<file path="src/rtl/cpc_rom_loader.sv">
`default_nettype none
// ============================================================================
// Module  : cpc_rom_loader
// Brief   : Turns the hps_io ioctl byte stream into ce_ref-paced SDRAM boot
//           writes and tracks which expansion ROM pages have been loaded.
// Rev     : 1.0  initial release
// ============================================================================
module cpc_rom_loader #(
    parameter logic [8:0] MF2_PAGE = 9'h1FF,
    parameter logic [8:0] BAD_PAGE = 9'h1EE
) (
    input  logic         i_clk_sys,
    input  logic         i_reset,
    input  logic         i_ce_ref,
    input  logic         i_ioctl_download,
    input  logic         i_ioctl_wr,
    input  logic [24:0]  i_ioctl_addr,
    input  logic [7:0]   i_ioctl_dout,
    input  logic [7:0]   i_ioctl_index,
    input  logic [15:0]  i_ioctl_file_ext,
    output logic         o_ioctl_wait,
    output logic         o_boot_wr,
    output logic [22:0]  o_boot_a,
    output logic [1:0]   o_boot_bank,
    output logic [7:0]   o_boot_dout,
    output logic [255:0] o_rom_map,
    output logic         o_busy
);

    typedef enum logic [1:0] {
        ST_IDLE  = 2'd0,
        ST_ARM   = 2'd1,
        ST_WRITE = 2'd2
    } state_t;

    state_t         r_state;
    logic [8:0]     r_page;
    logic           r_combo;
    logic           r_dl_d;
    logic           r_ioctl_wait;
    logic           r_boot_wr;
    logic [22:0]    r_boot_a;
    logic [1:0]     r_boot_bank;
    logic [7:0]     r_boot_dout;
    logic [255:0]   r_rom_map;
    logic           r_busy;

    logic [4:0]     w_hi;
    logic [4:0]     w_lo;
    logic [8:0]     w_ext_page;
    logic           w_ext_combo;
    logic [10:0]    w_blk;
    logic           w_blk_ok;
    logic [8:0]     w_sys_page;
    logic [7:0]     w_pg_sum;
    logic [22:0]    w_next_a;
    logic [1:0]     w_next_bank;
    logic           w_accept;
    logic           w_dual;

    // Upper-case hex digit to nibble; bit 4 flags a valid character.
    function automatic logic [4:0] hex_nib(input logic [7:0] c);
        if (c >= 8'h30 && c <= 8'h39)
            return {1'b1, c[3:0]};
        else if (c >= 8'h41 && c <= 8'h46)
            return {1'b1, 4'(c[3:0] + 4'd9)};
        else
            return 5'd0;
    endfunction

    assign w_hi     = hex_nib(i_ioctl_file_ext[15:8]);
    assign w_lo     = hex_nib(i_ioctl_file_ext[7:0]);
    assign w_blk    = i_ioctl_addr[24:14];
    assign w_blk_ok = (w_blk[10:3] == 8'd0);
    assign w_pg_sum = r_page[7:0] + i_ioctl_addr[21:14];
    assign w_accept = i_ioctl_wr && i_ioctl_download &&
                      (i_ioctl_index != 8'd0 || w_blk_ok);
    assign w_dual   = (i_ioctl_index[7:6] == 2'b01 || i_ioctl_index[5:0] != 6'd0) &&
                      (r_boot_bank == 2'd0);

    // "ZZ"/"Z0" select expansion page 0; any other non-hex pair is malformed.
    always_comb begin
        w_ext_page  = BAD_PAGE;
        w_ext_combo = 1'b0;
        if (i_ioctl_file_ext == 16'h5A5A) begin
            w_ext_page = 9'h100;
        end else if (i_ioctl_file_ext == 16'h5A30) begin
            w_ext_page  = 9'h100;
            w_ext_combo = 1'b1;
        end else if (w_hi[4] && w_lo[4]) begin
            w_ext_page = {1'b1, w_hi[3:0], w_lo[3:0]};
        end
    end

    always_comb begin
        case (w_blk[1:0])
            2'd0:    w_sys_page = 9'h000;
            2'd1:    w_sys_page = 9'h100;
            2'd2:    w_sys_page = 9'h107;
            default: w_sys_page = MF2_PAGE;
        endcase
        if (i_ioctl_index != 8'd0) begin
            w_next_a    = {r_page[8], w_pg_sum, i_ioctl_addr[13:0]};
            w_next_bank = {1'b0, &i_ioctl_index[7:6]};
        end else begin
            w_next_a    = {w_sys_page, i_ioctl_addr[13:0]};
            w_next_bank = {1'b0, w_blk[2]};
        end
    end

    always_ff @(posedge i_clk_sys) begin
        if (i_reset) begin
            r_state      <= ST_IDLE;
            r_page       <= 9'd0;
            r_combo      <= 1'b0;
            r_dl_d       <= 1'b0;
            r_ioctl_wait <= 1'b0;
            r_boot_wr    <= 1'b0;
            r_boot_a     <= 23'd0;
            r_boot_bank  <= 2'd0;
            r_boot_dout  <= 8'd0;
            r_rom_map    <= '0;
            r_busy       <= 1'b0;
        end else begin
            r_dl_d <= i_ioctl_download;
            if (i_ioctl_download && !r_dl_d && i_ioctl_index != 8'd0) begin
                r_page  <= w_ext_page;
                r_combo <= w_ext_combo;
            end
            case (r_state)
                ST_IDLE: begin
                    if (w_accept) begin
                        r_boot_dout  <= i_ioctl_dout;
                        r_boot_a     <= w_next_a;
                        r_boot_bank  <= w_next_bank;
                        r_ioctl_wait <= 1'b1;
                        r_busy       <= 1'b1;
                        r_state      <= ST_ARM;
                    end
                end
                ST_ARM: begin
                    if (i_ce_ref) begin
                        r_boot_wr <= 1'b1;
                        r_state   <= ST_WRITE;
                    end
                end
                ST_WRITE: begin
                    if (i_ce_ref) begin
                        r_boot_wr <= 1'b0;
                        if (w_dual) begin
                            // Same byte is mirrored into bank 1.
                            r_boot_bank <= 2'd1;
                            r_state     <= ST_ARM;
                        end else begin
                            r_ioctl_wait <= 1'b0;
                            r_busy       <= 1'b0;
                            r_state      <= ST_IDLE;
                            if (r_boot_a[22])
                                r_rom_map[r_boot_a[21:14]] <= 1'b1;
                            if (r_combo && r_boot_a[13:0] == 14'h3FFF) begin
                                r_page  <= MF2_PAGE;
                                r_combo <= 1'b0;
                            end
                        end
                    end
                end
                default: r_state <= ST_IDLE;
            endcase
        end
    end

    assign o_ioctl_wait = r_ioctl_wait;
    assign o_boot_wr    = r_boot_wr;
    assign o_boot_a     = r_boot_a;
    assign o_boot_bank  = r_boot_bank;
    assign o_boot_dout  = r_boot_dout;
    assign o_rom_map    = r_rom_map;
    assign o_busy       = r_busy;

endmodule
`default_nettype wire

</file>
<file path="config.mk">
export PLATFORM = sky130hd
export DESIGN_NAME = cpc_rom_loader
export DESIGN_NICKNAME = d
export VERILOG_FILES = /design/src/rtl/cpc_rom_loader.sv
export SDC_FILE = /design/constraint.sdc
export NUM_CORES = 1
export LEC_CHECK = 0
export BUFFER_PORTS_ARGS = -buffer_cell sky130_fd_sc_hd__buf_2
export CAP_MARGIN = 20
export CORE_UTILIZATION = 50
export DETAILED_ROUTE_END_ITERATION = 6
export PLACE_DENSITY = 0.76
export SYNTH_ARGS = -nofsm -noshare
export SYNTH_HDL_FRONTEND = slang
export SYNTH_SLANG_ARGS = --single-unit
export TNS_END_PERCENT = 20
</file>
<file path="constraint.sdc">
create_clock -name i_clk_sys -period 2.45 [get_ports i_clk_sys]
set_input_delay 0 -clock i_clk_sys [delete_from_list [all_inputs] [get_ports i_clk_sys]]
set_output_delay 0 -clock i_clk_sys [all_outputs]
set_load 0.05 [all_outputs]
</file>
==> results.ini, run 1 <==
[setup_path]
path_common_cell=dlygate4sd3_1
required_ps=2910
reg2reg_depth=6
cp_slowest_cell=dlygate4sd3_1
worstPathMaxFanout=5
r2r-end=o_rom_map[23]
path_class=primary input to flip-flop
crit_arrival_ps=2840
cp_slowest_stage_delay_ps=610
worst-path-buf-inv=5
path_cells=dlygate4sd3_1, buf_2, inv_1, ha_1, nand4b_1, nor3_1, dlygate4sd3_1, nand3b_1, dlygate4sd3_1, a211oi_1
reg2reg_from=r_state[0]
endpoint_kind=flip-flop
r2r_slack_ps=250
start_kind=primary input
critical-path-top-delay-family=buffers and inverters

[detailed_routing]
dr.first_iter.drc_count=551
num_vias=9308
first_pass_iters=4
postRouteAntennaNets=0
drc_errors=0
routedWlPerCell_um=20.47
wirelength_mm=33.31
avgViaCountPerCell=5.721

[sta]
hold_viol=0
max_freq_mhz=420.3
grt_setup_unrepaired=no
finalSetupViolations=0
finClkSkew_ps=17.72
fin_tns_setup_ps=0
fin_crit_ps=2379
slew_viol_final=0
worst_slew_pin_slew_ps=806.7
fin_crit_sh_pct=97.11
slew-limit-headroom_pct=46.09

[layout]
stdcell_area_um2=14110
post-route-util_pct=67.35
layout_common_cells=buf_2, dfxtp_1, o2bb2ai_1, nand2_1, a21oi_1
finalNetCount=1410
final_common_cell=buf_2
diodes=0
drive_gt1_share_pct=33.36
fill_cells=1644
areaGrowthSynthToFinish_pct=32.06

[hold_path]
worstHoldStart=i_ioctl_file_ext[3]
hp-class=primary input to flip-flop
min_path_cells=5
worstHoldEndpoint=r_page[3]

[logic_synthesis]
yosysSeqAreaShare_pct=56.76
dominantRegCellSynth=dfxtp_1
ys_ff_latch=303
synthCells=963
ys_warn_count=0
synth_edf_count=0
ys_async_sr_fraction_pct=0
synth_fp_nets=1043
avgSynthCellArea_um2=11.10
synth_area_um2=10690
yosys.cell_types.count=63

[floorplanning]
dieArea_um2=21960
core_um2=20960
rows=53
die_h_um=148.2
ios=354
initial_core_util_pct=51.00
die_x_um=148.2

[global_route]
grt_overflow=0
grt_max_degree=164
grt_pass1_wl_mm=50.91
antenna_found_initial=1
grt_pass1_vias=8858
track_usage_pct=29.43

[place]
dpl_cell_area_um2=12690
place_congestion=0.8693
dp_hpwl_mm=21.47
io_buffers=352

[run]
max-cap-violations=0

[clocking]
clock_latency_ps=560
cts_tree=yes
cts_root_buf=clkbuf_16
cts_resized=0
cts_buffers=30
clockBufferDepth=3
cts_max_level=1
clkTransAtPathRegs_ps=60
cts_sinks=303
post_cts_buffers=0

[power_and_ir_drop]
p_leak_nw=6.051
cellPowerDensity_nw_per_um2=743.5
ir_drop_v=0.0004619

[status]
status=finished, final reports clean

through the flow:
| step | setup WS [ps] | total power (W) | hold slack (ps) | std cells |
|---|---|---|---|---|
| finish | 70.76 | 0.01049 | 24.72 | 1627 |
| detailed placement | 281.5 | 0.005754 | 247.5 | 1535 |
| global route | 10.41 | 0.01081 | 66.19 | 1627 |
| global placement | 319.2 | 0.005745 | 241.2 | 1535 |
| CTS | 138.3 | 0.01054 | 8.542 | 1627 |
| floorplan | 296.1 | 0.005565 | 128.2 | 963 |
timing repair:
| action | CTS | global route |
|---|---|---|
| setup endpoints to repair | 0 | 0 |
| hold endpoints to repair | 39 | 0 |
| hold buffers | 38 | 0 |
sequential cells by signal, indices dropped and copies added (netlist names):
register / flops
o_boot_a: 23
o_boot_dout: 8
o_boot_bank: 1
o_boot_wr: 1
r_dl_d: 1
r_state: 2
r_combo: 1
o_busy: 1
o_rom_map: 256
r_page: 9
power by group:
part           internal [W]  switching [W]
combinational      0.000226       0.000460
sequential          0.00497      0.0000467
clock               0.00285        0.00194
cell usage after synthesis, types with 4 or more instances:
library cell	n	area share, %
nand3_1	12	0.56
nor3b_1	10	0.70
a32o_1	5	0.47
o2bb2ai_1	250	20
buf_1	4	0.14
nand2_1	72	2.5
nor3_1	8	0.37
ha_1	17	2.0
buf_2	8	0.37
nand4_1	5	0.29
nand3_4	6	0.98
o21ai_0	15	0.70
a21oi_1	43	2.0
a211oi_1	8	0.56
a211o_1	4	0.33
clkbuf_1	66	2.3
dfxtp_1	303	57
inv_1	15	0.53
o22ai_1	8	0.47
nor2b_1	7	0.41
nor2_1	27	0.95
xnor2_1	5	0.41
logic make-up after synthesis:
group | synth area share, %
AOI/OAI and AO/OA | 26.91
DFF | 56.76
and+or+nand+nor | 9.788
buffers and inverters | 3.536
adders and majority gates | 2.178
xor gates and xnor gates | 0.4917
muxes | 0.3044
other | 0.03509
per-layer routing:
| layer | global-route usage, % | routed length [um] | vias to the layer above |
|---|---|---|---|
| met5 | 0 | 13 | - |
| met4 | 10.57 | 1094 | 2 |
| met3 | 5.767 | 2000 | 75 |
| met1 | 37.46 | 14040 | 4530 |
| met2 | 49.51 | 16160 | 330 |
| li1 | - | - | 4371 |
worst min-delay path: stages:
cell and delay [ps]:
buf_2 150, inv_1 60, a31oi_1 60, nor3b_1 140, o22ai_1 110
worst max path at each step:
stage,startpoint,to,slack [ps],cells after the start
global route,i_ioctl_file_ext[8],r_combo,10,10
CTS,i_ioctl_file_ext[8],r_combo,140,10
detailed placement,r_state[0],o_rom_map[55],280,6
floorplan,o_boot_a[7],r_page[3],300,5
global placement,r_state[0],o_rom_map[23],320,6
finish,i_ioctl_file_ext[8],r_combo,70,10
final cells by class:
class	instances	area, um2	share of cell area [%]
clock inverters	16	205.2	1.454
flip-flops and latches	303	6066	42.98
clock buffers	38	840.8	5.958
repair buffers	415	2342	16.60
well taps	275	344.1	2.438
inverters	16	67.56	0.4788
multi-input cells	564	4247	30.09
No activity file was read; power rests on OpenSTA's default activity.
==> run 2, diff against run 1 <==
--- a/config.mk
+++ b/config.mk
@@ -7,9 +7,11 @@
 export LEC_CHECK = 0
 export BUFFER_PORTS_ARGS = -buffer_cell sky130_fd_sc_hd__buf_2
 export CAP_MARGIN = 20
+export CORE_MARGIN = 3
 export CORE_UTILIZATION = 50
 export DETAILED_ROUTE_END_ITERATION = 6
 export PLACE_DENSITY = 0.76
+export SLEW_MARGIN = 20
 export SYNTH_ARGS = -nofsm -noshare
 export SYNTH_HDL_FRONTEND = slang
 export SYNTH_SLANG_ARGS = --single-unit
==> run 2 against run 1 <==
Core utilization increased by 0.82 points. Fmax about the same. Setup slack worse by 1.8 ps. Critical path depth decreased by 2. Count of clock-buffer cells in the layout is 1 higher. Combinational power decreased by 1%. Register-to-register slack got worse by 50 ps. Sequential power about the same.
==> results.ini, run 2 (same netlist as run 1, synthesis figures left out) <==
[layout]
largest_reg_flops=256
post-route-util_pct=68.16
drive_gt1_share_pct=33.43
finalNetCount=1409
areaGrowthSynthToFinish_pct=31.55
fin_cells=1622
final_common_cell=buf_2
diodes=0
layout_common_cells=buf_2, dfxtp_1, o2bb2ai_1, nand2_1, a21oi_1

[setup_path]
reg2reg_depth=6
r2r_slack_ps=200
r2r-end=o_rom_map[243]
endpoint_kind=flip-flop
cp_slowest_cell=dlygate4sd3_1
worst-path-buf-inv=3
worstPathMaxFanout=12
start_kind=primary input
crit_arrival_ps=2790
path_cells=dlygate4sd3_1, buf_2, nor4_1, nand2_1, nand3b_1, nand3b_1, dlygate4sd3_1, a211oi_1
critical-path-top-delay-family=simple AND/OR/NAND/NOR gates
path_class=primary input to flip-flop
reg2reg_from=r_state[0]
cp_slowest_stage_delay_ps=550
required_ps=2860

[detailed_routing]
routedWlPerCell_um=21.16
dr.first_iter.drc_count=627
wirelength_mm=34.32
num_vias=9410
drc_errors=0
first_pass_iters=4
postRouteAntennaNets=0
avgViaCountPerCell=5.801

[sta]
finClkSkew_ps=17.35
fin_tns_setup_ps=0
max_freq_mhz=420.0
slew-limit-headroom_pct=28.92
worst_slew_pin_slew_ps=1066
grt_setup_unrepaired=no
hold_viol=0
finalSetupViolations=0
slew_viol_final=0
fin_crit_sh_pct=97.19
fin_crit_ps=2381

[hold_path]
worstHoldEndpoint=r_page[7]
min_path_cells=5
worstHoldStart=i_ioctl_file_ext[11]
hp-class=primary input to flip-flop

[clocking]
cts_root_buf=clkbuf_16
clock_latency_ps=560
cts_resized=0
cts_tree=yes
cts_buffers=30
holdBufCountCts=38
cts_sinks=303
post_cts_buffers=0
clkTransAtPathRegs_ps=60
clockBufferDepth=3
cts_max_level=1

[place]
placed_cells=1529
io_buffers=352
place_congestion=0.8519
dp_hpwl_mm=22.47

[floorplanning]
dieArea_um2=23160
ios=354
die_x_um=152.2
initial_core_util_pct=51.81
rows=52
core_um2=20620
die_h_um=152.2

[global_route]
antenna_found_initial=0
track_usage_pct=28.05
grt_overflow=0
grt_max_degree=104
grt_pass1_wl_mm=53.21
grt_pass1_vias=9030

[power_and_ir_drop]
p_leak_nw=6.023
cellPowerDensity_nw_per_um2=735.3
ir_drop_v=0.0006345

[run]
max-cap-violations=0

[status]
status=finished, final reports clean

==> run 2: cell count changes in the layout (fill, tap and decap cells not counted) <==
cell,delta
bufinv_16,-2
clkbuf_8,+2
clkinv_2,+2
buf_12,-1
clkbuf_1,-1
clkinv_4,-1
clkinvlp_4,+1
==> run 2: routing by layer <==
metal	GRT usage [%]	wire [um]	vias up
met4	9.289	1217	0
li1	-	-	4376
met5	0	0	-
met2	47.04	16360	415
met1	36.50	14280	4536
met3	5.595	2472	83
==> run 2: final cells by class <==
type,count,area [um2]
fill,1578,6566
sequential,303,6066
multi-input combinational,564,4247
timing repair buffer,414,2322
clock buffer,39,864.6
tap,270,337.8
clock inverter,16,153.9
inverter,16,67.56
==> run 2: worst max path at each step <==
stage                                 from        endpoint  slack [ps]  depth (start not counted)
final                     i_ioctl_index[7]         r_combo          70                          8
after global routing      i_ioctl_index[7]         r_combo          10                          8
after CTS                 i_ioctl_index[7]         r_combo         220                          8
after detailed placement        r_state[0]  o_rom_map[179]         250                          6
after global placement          r_state[0]  o_rom_map[179]         310                          6
after floorplan                o_boot_a[7]       r_page[3]         300                          5
==> run 2: through the flow <==
step	cell area [um2]	setup WS (ps)	power (W)	hold slack (ps)
2_1_floorplan	10690	296.1	0.005565	128.2
3_3_place_gp	12660	314.0	0.005739	240.9
3_5_place_dp	12660	245.2	0.005748	249.7
4_1_cts	14060	222.2	0.01038	2.632
5_1_grt	14060	14.92	0.01067	50.26
6_report	14060	68.97	0.01034	19.27
==> run 2: tightest hold or removal path: stages <==
cell	delay, ps
buf_2	150
inv_1	60
a31oi_1	70
nor3b_1	130
o22ai_1	110
==> run 2: report_power, final <==
group | switching, W | internal [W] | total (W)
logic | 0.000460 | 0.000219 | 0.000679
registers | 0.0000480 | 0.00497 | 0.00502
clock network | 0.00194 | 0.00270 | 0.00464
total | 0.00245 | 0.00789 | 0.0103
